`config.mk`:
```
export PLATFORM = sky130hd
export DESIGN_NAME = me_search_sequencer
export DESIGN_NICKNAME = d
export VERILOG_FILES = /design/src/rtl/me_search_sequencer_pkg.sv /design/src/rtl/me_search_sequencer_mv_offset_sat.sv /design/src/rtl/me_search_sequencer.sv
export SDC_FILE = /design/constraint.sdc
export NUM_CORES = 1
export LEC_CHECK = 0
export CELL_PAD_IN_SITES_DETAIL_PLACEMENT = 1
export CELL_PAD_IN_SITES_GLOBAL_PLACEMENT = 1
export CORE_MARGIN = 4
export CORE_UTILIZATION = 42
export DETAILED_ROUTE_END_ITERATION = 8
export PLACE_DENSITY_LB_ADDON = 0.1
export SKIP_LAST_GASP = 1
export SYNTH_ARGS = -nofsm -noshare
export SYNTH_HDL_FRONTEND = slang
export SYNTH_SLANG_ARGS = --single-unit
```
`constraint.sdc`:
```
create_clock -name clk -period 8.6 [get_ports clk]
set_input_delay 2.15 -clock clk [delete_from_list [all_inputs] [get_ports clk]]
set_output_delay 2.15 -clock clk [all_outputs]
set_load 0.005 [all_outputs]
```
`src/rtl/me_search_sequencer_pkg.sv`:
```
// Shared motion-estimation types and constants for the search sequencer.
//   mv_t    : 14-bit packed MV, [13:7] signed x, [6:0] signed y
//   state_t : sequencer states
package me_search_sequencer_pkg;

  typedef struct packed {
    logic signed [6:0] x;
    logic signed [6:0] y;
  } mv_t;

  typedef enum logic [2:0] {
    IDLE,
    ISSUE_PRED,
    WAIT_PRED,
    ISSUE_EXT,
    WAIT_EXT,
    DONE
  } state_t;

  localparam int DEF_EXT_STEP    = 4;
  localparam int DEF_MV_LIM      = 63;
  localparam int DEF_WDOG_CYCLES = 255;

  localparam int NUM_PRED = 3;
  localparam int NUM_EXT  = 5;

endpackage

```
`src/rtl/me_search_sequencer_mv_offset_sat.sv`:
```
// mv_offset_sat: combinational MV + (dx,dy) with per-component saturation
// to +/-MV_LIM.
//   mv_in  : base MV
//   dx, dy : signed offsets
//   mv_out : saturated result
module mv_offset_sat
  import me_search_sequencer_pkg::*;
#(
  parameter int MV_LIM = DEF_MV_LIM
) (
  input  logic [13:0]       mv_in,
  input  logic signed [7:0] dx,
  input  logic signed [7:0] dy,
  output logic [13:0]       mv_out
);

  localparam logic signed [8:0] LIM_P = 9'(MV_LIM);
  localparam logic signed [8:0] LIM_N = -LIM_P;

  function automatic logic signed [6:0] sat_add(input logic signed [6:0] c,
                                                input logic signed [7:0] d);
    logic signed [8:0] s;
    s = 9'(c) + 9'(d);
    if (s > LIM_P)
      s = LIM_P;
    else if (s < LIM_N)
      s = LIM_N;
    return s[6:0];
  endfunction

  mv_t base;
  mv_t res;

  assign base   = mv_in;
  assign res.x  = sat_add(base.x, dx);
  assign res.y  = sat_add(base.y, dy);
  assign mv_out = res;

endmodule

```
`src/rtl/me_search_sequencer.sv`:
```
// me_search_sequencer: issues three predictor MVs to the SAD engine, an
// optional five-point clamped diamond around predictor 0, and returns the
// selector's chosen MV with a one-cycle done pulse.
//   clk, reset (async, active-low)
//   start, mv_pred0..2           : search request from MB control
//   eng_ready                    : SAD engine handshake
//   mv_cand, cand_we, cand_last,
//   extended                     : candidate stream to the selector
//   sel_done, sel_goext, sel_mv  : selector response
//   busy, done, mv_final,
//   ext_used, err                : status/result
// Optional: SEARCH_SEQ_WATCHDOG_EN adds a WAIT-state timeout (WDOG_CYCLES).
module me_search_sequencer
  import me_search_sequencer_pkg::*;
#(
  parameter int EXT_STEP    = DEF_EXT_STEP,
  parameter int MV_LIM      = DEF_MV_LIM,
  parameter int WDOG_CYCLES = DEF_WDOG_CYCLES
) (
  input  logic        clk,
  input  logic        reset,
  input  logic        start,
  input  logic [13:0] mv_pred0,
  input  logic [13:0] mv_pred1,
  input  logic [13:0] mv_pred2,
  input  logic        eng_ready,
  output logic [13:0] mv_cand,
  output logic        cand_we,
  output logic        cand_last,
  output logic        extended,
  input  logic        sel_done,
  input  logic        sel_goext,
  input  logic [13:0] sel_mv,
  output logic        busy,
  output logic        done,
  output logic [13:0] mv_final,
  output logic        ext_used,
  output logic        err
);

  localparam logic signed [7:0] STEP_P = 8'(EXT_STEP);
  localparam logic signed [7:0] STEP_N = -STEP_P;

  state_t            state, state_nx;
  logic [2:0]        idx, idx_nx;
  mv_t               pred0_q, pred1_q, pred2_q;
  logic              pred_ld;
  mv_t               pred_sel;
  mv_t               ext_base;
  logic [13:0]       ext_mv;
  logic signed [7:0] ext_dx, ext_dy;
  logic [13:0]       mv_cand_nx, mv_final_nx;
  logic              cand_we_nx, cand_last_nx, extended_nx, done_nx;
  logic              ext_used_nx, err_nx;
  logic              wd_expire;

  always_comb begin
    case (idx)
      3'd0:    pred_sel = pred0_q;
      3'd1:    pred_sel = pred1_q;
      default: pred_sel = pred2_q;
    endcase
  end

  // Diamond order: +x, -x, +y, -y, then the zero vector.
  always_comb begin
    ext_base = pred0_q;
    ext_dx   = '0;
    ext_dy   = '0;
    case (idx)
      3'd0:    ext_dx = STEP_P;
      3'd1:    ext_dx = STEP_N;
      3'd2:    ext_dy = STEP_P;
      3'd3:    ext_dy = STEP_N;
      default: ext_base = '0;
    endcase
  end

  mv_offset_sat #(.MV_LIM(MV_LIM)) u_sat (
    .mv_in (ext_base),
    .dx    (ext_dx),
    .dy    (ext_dy),
    .mv_out(ext_mv)
  );

  always_comb begin
    state_nx     = state;
    idx_nx       = idx;
    pred_ld      = 1'b0;
    mv_cand_nx   = mv_cand;
    cand_we_nx   = 1'b0;
    cand_last_nx = 1'b0;
    extended_nx  = extended;
    done_nx      = 1'b0;
    mv_final_nx  = mv_final;
    ext_used_nx  = ext_used;
    err_nx       = err;
    case (state)
      IDLE: begin
        if (start) begin
          pred_ld     = 1'b1;
          ext_used_nx = 1'b0;
          err_nx      = 1'b0;
          idx_nx      = '0;
          state_nx    = ISSUE_PRED;
        end
      end
      ISSUE_PRED: begin
        if (eng_ready) begin
          mv_cand_nx = pred_sel;
          cand_we_nx = 1'b1;
          if (idx == 3'(NUM_PRED - 1)) begin
            cand_last_nx = 1'b1;
            idx_nx       = '0;
            state_nx     = WAIT_PRED;
          end else begin
            idx_nx = idx + 3'd1;
          end
        end
      end
      WAIT_PRED: begin
        if (sel_done) begin
          mv_final_nx = sel_mv;
          done_nx     = 1'b1;
          state_nx    = DONE;
        end else if (sel_goext) begin
          ext_used_nx = 1'b1;
          idx_nx      = '0;
          state_nx    = ISSUE_EXT;
        end else if (wd_expire) begin
          mv_final_nx = pred0_q;
          err_nx      = 1'b1;
          done_nx     = 1'b1;
          state_nx    = DONE;
        end
      end
      ISSUE_EXT: begin
        if (eng_ready) begin
          mv_cand_nx  = ext_mv;
          cand_we_nx  = 1'b1;
          // extended rises with the first diamond candidate, not on goext.
          extended_nx = 1'b1;
          if (idx == 3'(NUM_EXT - 1)) begin
            cand_last_nx = 1'b1;
            idx_nx       = '0;
            state_nx     = WAIT_EXT;
          end else begin
            idx_nx = idx + 3'd1;
          end
        end
      end
      WAIT_EXT: begin
        if (sel_done) begin
          mv_final_nx = sel_mv;
          done_nx     = 1'b1;
          state_nx    = DONE;
        end else if (wd_expire) begin
          mv_final_nx = pred0_q;
          err_nx      = 1'b1;
          done_nx     = 1'b1;
          state_nx    = DONE;
        end
      end
      DONE: begin
        extended_nx = 1'b0;
        state_nx    = IDLE;
      end
      default: state_nx = IDLE;
    endcase
  end

  always_ff @(posedge clk or negedge reset) begin
    if (!reset) begin
      state     <= IDLE;
      idx       <= '0;
      pred0_q   <= '0;
      pred1_q   <= '0;
      pred2_q   <= '0;
      mv_cand   <= '0;
      cand_we   <= 1'b0;
      cand_last <= 1'b0;
      extended  <= 1'b0;
      busy      <= 1'b0;
      done      <= 1'b0;
      mv_final  <= '0;
      ext_used  <= 1'b0;
      err       <= 1'b0;
    end else begin
      state     <= state_nx;
      idx       <= idx_nx;
      if (pred_ld) begin
        pred0_q <= mv_pred0;
        pred1_q <= mv_pred1;
        pred2_q <= mv_pred2;
      end
      mv_cand   <= mv_cand_nx;
      cand_we   <= cand_we_nx;
      cand_last <= cand_last_nx;
      extended  <= extended_nx;
      busy      <= (state_nx != IDLE);
      done      <= done_nx;
      mv_final  <= mv_final_nx;
      ext_used  <= ext_used_nx;
      err       <= err_nx;
    end
  end

`ifdef SEARCH_SEQ_WATCHDOG_EN
  logic [31:0] wd_cnt;
  logic        waiting;

  assign waiting = (state == WAIT_PRED) || (state == WAIT_EXT);

  // Restarts on every state change so WAIT_EXT gets a fresh budget.
  always_ff @(posedge clk or negedge reset) begin
    if (!reset)
      wd_cnt <= '0;
    else if (!waiting || (state_nx != state))
      wd_cnt <= '0;
    else
      wd_cnt <= wd_cnt + 32'd1;
  end

  assign wd_expire = waiting && (wd_cnt == 32'(WDOG_CYCLES - 1));
`else
  // No watchdog: the WAIT states never time out.
  assign wd_expire = (WDOG_CYCLES < 0);
`endif

endmodule

```
# Word level (Yosys, flattened, before mapping)
# Index checks and enable logic that the tools add are counted.
# totals
latch_bits	0
memories	0
mem_bits_ro	0
mem_bits_rw	0
reg_bits	82
inputBits	62
# classes
add_sub_neg	3
n_eq_ne	14
n_shift	0
n_lt_le_gt_ge	4
n_mul	0
reduce_logical	15
n_mux	45
div	0
n_bitwise	0
# op_table
operator	n
$pmux W14 S2	2
$mux W3	15
$mux W14	3
$pmux W8 S2	2
$mux W7	4
$add A7 B8 Y9	2
$gt A9 B7 Y1 const B	2
$lt A9 B7 Y1 const B	2
$pmux W3 S5	1
$mux W1	14
$eq A3 B2 Y1 const B	4
$pmux W3 S4	1
$ne A2 B2 Y1 const B	5
$eq A3 B3 Y1 const B	3
$eq A3 B1 Y1 const B	2
$logic_not A3 Y1	2
$pmux W1 S2	3
$reduce_and A6 Y1	1
$reduce_bool A2 Y1	3
$reduce_and A2 Y1	2
$reduce_and A4 Y1	1
$reduce_bool A4 Y1	1
$reduce_or A2 Y1	2
$reduce_or A4 Y1	1
other kinds (3)	3

# Logic depth before layout (Yosys ltp)
# depth
depth_word	9
mapped_depth	13
mapped_depth_nobuf	12

# By module
# Synthesis repeated with hierarchy kept, for this count alone.
# hier_totals
cells_unflattened	454
area_unflattened_um2	5216.3
# modules_own_cells
module	cells_per_inst	area_each_um2	n_inst
me_search_sequencer	315	4239.1	1
mv_offset_sat	139	977.2	1

# Worst setup path after synthesis
# No wires, ideal clock.
# synth_timing
path_type	reg2reg
start	reg idx[0]
end	reg mv_cand[1]
setup_time_ns	0.095
path_stages_with_launch	13
slack_ns	5.209
t_arrival_ns	3.296
path_buffers	1
required_time_ns	8.505
path_cell_list	dfrtp_1 > ha_1 > ha_1 > or4_1 > buf_2 > and3_1 > ha_1 > a31o_1 > a41o_1 > o21a_1 > or3_1 > a31o_1 > o31ai_1
# synth_between
elab_chain_cells	9
elab_cells_between_ends	16
cone_classes	add/sub: 1; order compare: 2; eq/ne: 3; mux: 8; reduce/logical: 2
# synth_lines
element	line	source
start: declaration	me_search_sequencer.sv:45	logic [2:0] idx, idx_nx;
start signal: assignment	me_search_sequencer.sv:190	idx <= idx_nx;
$eq A3 B2 Y1, or another cell as far along	me_search_sequencer.sv:70	case (idx)
$reduce_or A4 Y1 (no line)	--	
$mux W14	me_search_sequencer.sv:70	
$add A7 B8 Y9	me_search_sequencer_mv_offset_sat.sv:23	s = 9'(c) + 9'(d);
$lt A9 B7 Y1	me_search_sequencer_mv_offset_sat.sv:26	else if (s < LIM_N)
$mux W7	me_search_sequencer_mv_offset_sat.sv:26	
$mux W7	me_search_sequencer_mv_offset_sat.sv:24	if (s > LIM_P)
$mux W14	me_search_sequencer.sv:138	if (eng_ready) begin
$pmux W14 S2 (*)	me_search_sequencer.sv:98	case (state)
end signal: assignment	me_search_sequencer.sv:196	mv_cand <= mv_cand_nx;
end: declaration	me_search_sequencer.sv:27	output logic [13:0] mv_cand,
# Mark *: on every way between the ends. The rest lies on a longest branch, timed or not. The select of a mux whose other input is x is not followed.
# A chain may end at the register's enable or synchronous reset.

# Worst setup path in the final report
# layout_timing
start	reg idx[2]
end	reg mv_cand[3]
# Same word-level chain as after synthesis.

==> impl_results.md <==
- Warnings, synthesis: 0
- Crit Path Class: reg2reg
- Tcrit/Tclk final: 0.465
- Worst-path clk slew: 0.09 ns
- FF-to-FF setup slack: 4.60 ns
- Slowest cell on crit path: dfrtp_1
- RD Place Congestion: 0.886
- Internal: 1.27 mW
- Power Dens Cells: 392 nW/µm²
- Reg-to-reg endpoint: mv_cand[3]
- Cell area after synthesis: 4340 µm²
- Number of global-route vias before repair: 3796
- Max transition margin: 0.512
- Status: complete, no violations
- Max VDD drop: 157 µV
- Layout cells sized above 1: 0.154
- Port bufs: 95
- Setup violations, final: 0
- Global-route wire length before repair: 20400 µm
- WL per Instance: 19.7 µm
- Drt drc: 0
- Dpl ws: 4.28 ns
- # clock sinks: 82
- Max Buffers Root-to-Sink: 2
- Crit end category: register
- CP Cell Sequence: inv_1 > ha_1 > or4_1 > and3_1 > ha_1 > a31o_1 > a41o_1 > o21a_1 > or3_1 > a31o_1 > o31ai_1
- Data required time of the critical path: 8.85 ns
- Async set or reset register ratio after synthesis: 1.00
- Sequential fraction of design power: 0.329
- CTS tree: done
- Net Sw Frac: 0.419
- Number of hold buffers added after cts: 0
- Crit path time final: 4.00 ns
- Initial core utilization: 0.438
- Diodes inserted: 0
- Worst setup path endpoint: mv_cand[3]
- Worst skew pair latency: 0.36 ns
- Initial antenna violation count: 0
- Detailed placement HPWL: 9610 µm
- Setup crit start kind: register
- Top_reg_cell synth: dfrtp_1
- Max Clk Rate: 250 MHz
- Clock root buffer: clkbuf_8
- Grt ovf: 0
- Die area: 12000 µm²
- Core footprint: 9910 µm²
- Layout area overhead: 29.0%
- # Max-Cap Violations: 0
- Clock Power Share: 0.129
- Slew Limit Fails: 0
- Total CTS buffers: 9
- FF-to-FF Start: idx[2]
- Syn nets: 484
- Comb pwr share: 0.542
- Floorplan row count: 36
- Vias: 3550
- H-tree levels: 3
- Reg2Reg Depth: 11
- Switching power: 0.920 mW
- Initial DRT Pass Iterations: 4
- CP Data Arrival Time: 4.26 ns
- Final worst-path setup slack: 4.60 ns
- Register area share after synthesis: 0.472
- Final ANT Viol Nets: 0
- Post-Syn Area per Cell: 10.7 µm²
- Flops & latches, synth: 82
- Commonest cells after routing, fill and taps aside: clkdlybuf4s50_1 (94), dfrtp_1 (82), mux2_2 (56), nand2_1 (30), a21oi_1 (26)
- Hold WC Path Type: reg2reg
- Cts repair resizes: 0
- Setup TNS: 0 ns
- RSZ-0062 raised after global routing: false
- Setup repair bufs after CTS: 0
- Top Ports: 97
- Post-Route Skew: 0.0108 ns
- Total GRT Usage: 0.223
- Max stage delay on crit path: 0.65 ns
- Worst Path Max Fanout: 13
- Routed vias/inst: 5.62
- Count of cell types in the netlist: 53
- Post-Synthesis Cells: 404
- Pleak: 2.37 nW
- DRT Wirelength: 12500 µm
- Post-route cell area: 5600 µm²
- Final #Nets: 575
- Die H: 110 µm
- Die Span X: 110 µm
- Most common cell after layout, fill and taps aside: clkdlybuf4s50_1
- Worst setup path start: idx[2]
- Starting DRT DRC Count: 180
- Fin. Hold Viols: 0
- Post-DP Area: 5410 µm²
- Worst Tran Pin Value: 0.732 ns
- Largest net degree at the start of global routing: 59
- Number of flops mapped to enable cells by yosys: 0
through the flow:
stage | cells | total power, mW | hold slack [ns] | utilization
floorplan | 404 | 1.45 | 0.470 | -
global placement | 617 | 1.87 | 0.467 | 0.546
detailed placement | 617 | 1.91 | 0.484 | 0.546
CTS | 632 | 2.20 | 0.505 | 0.565
global route | 632 | 2.38 | 0.530 | 0.565
finish | 632 | 2.19 | 0.499 | 0.565
power by group through the flow:
stage                     sequential [mW]  clock, mW  combinational, mW
after detailed placement            0.728          0               1.18
after floorplan                     0.667          0              0.784
after global placement              0.718          0               1.15
final                               0.722      0.282               1.19
after CTS                           0.722      0.292               1.19
after global routing                0.749      0.312               1.32
logic make-up (layout without fill, tap and decap cells):
group / count (synthesis) / count (layout) / share of synthesized area
buf+inv: 30 / 125 / 0.0291
compound gates: 110 / 110 / 0.171
mux: 57 / 57 / 0.149
simple gates: 103 / 103 / 0.117
flops: 82 / 82 / 0.472
other cells: 1 / 1 / 0.000863
xor+xnor: 3 / 3 / 0.00605
fa+ha+maj: 18 / 18 / 0.0553
cell usage after synthesis, drive strengths merged (2+ instances only):
library cell	n	area, µm²
nand2	30	113
dfrtp	82	2050
o22ai	4	25.0
and3	6	37.5
a22oi	9	67.6
buf	5	32.5
nor4	2	12.5
o211ai	3	22.5
mux2	57	646
nand2b	5	31.3
a221oi	7	61.3
fa	2	40.0
a31oi	2	12.5
a31o	2	17.5
inv	11	41.3
o31ai	8	60.1
nor2	25	93.8
a221o	2	20.0
and4b	2	20.0
nor3	8	40.0
o21a	3	22.5
o221ai	2	17.5
a21oi	26	130
o21ai	22	110
nand3	5	25.0
a21o	3	22.5
o211a	2	20.0
a211oi	4	30.0
a2bb2oi	3	26.3
xor2	2	17.5
and2	3	18.8
ha	16	200
or3	3	18.8
nor2b	10	62.6
clkbuf	14	52.6
critical path: cells and delay by family, from the launching register on:
kind	cells	cell delay [ns]
AOI/OAI and AO/OA	5	1.20
adders and majority gates	2	0.64
buffers and inverters	1	0.17
and+or+nand+nor	3	1.25
DFF	1	0.65
worst min-delay path by stage:
stage | from | endpoint | slack (ns) | depth (start not counted)
after floorplan | ext_used | ext_used | 0.47 | 2
after global placement | ext_used | ext_used | 0.47 | 2
after detailed placement | mv_cand[13] | mv_cand[13] | 0.48 | 2
after CTS | mv_cand[13] | mv_cand[13] | 0.50 | 2
after global routing | pred0_q[11] | pred0_q[11] | 0.53 | 1
final | mv_cand[1] | mv_cand[1] | 0.50 | 2
flip-flops by register name, summed over array words and instances (netlist names):
| signal | count |
|---|---|
| busy | 1 |
| cand_last | 1 |
| cand_we | 1 |
| done | 1 |
| ext_used | 1 |
| extended | 1 |
| idx | 3 |
| mv_cand | 14 |
| mv_final | 14 |
| pred0_q | 14 |
| pred1_q | 14 |
| pred2_q | 14 |
| state | 3 |
metal layers:
layer | track usage | part of all wire
met5 | 0 | 0
met4 | 0.0686 | 0.013
met3 | 0.0540 | 0.058
met2 | 0.335 | 0.45
met1 | 0.320 | 0.48
area by class of cell:
type,count,area (µm²)
clock inverters,5,63.8
multi-input cells,292,2170
flip-flops and latches,82,2050
fillers,1085,4310
clock buffers,10,128
inverters,11,41.3
well taps,133,166
repair buffers,99,978
No activity file was read; power rests on OpenSTA's default activity.
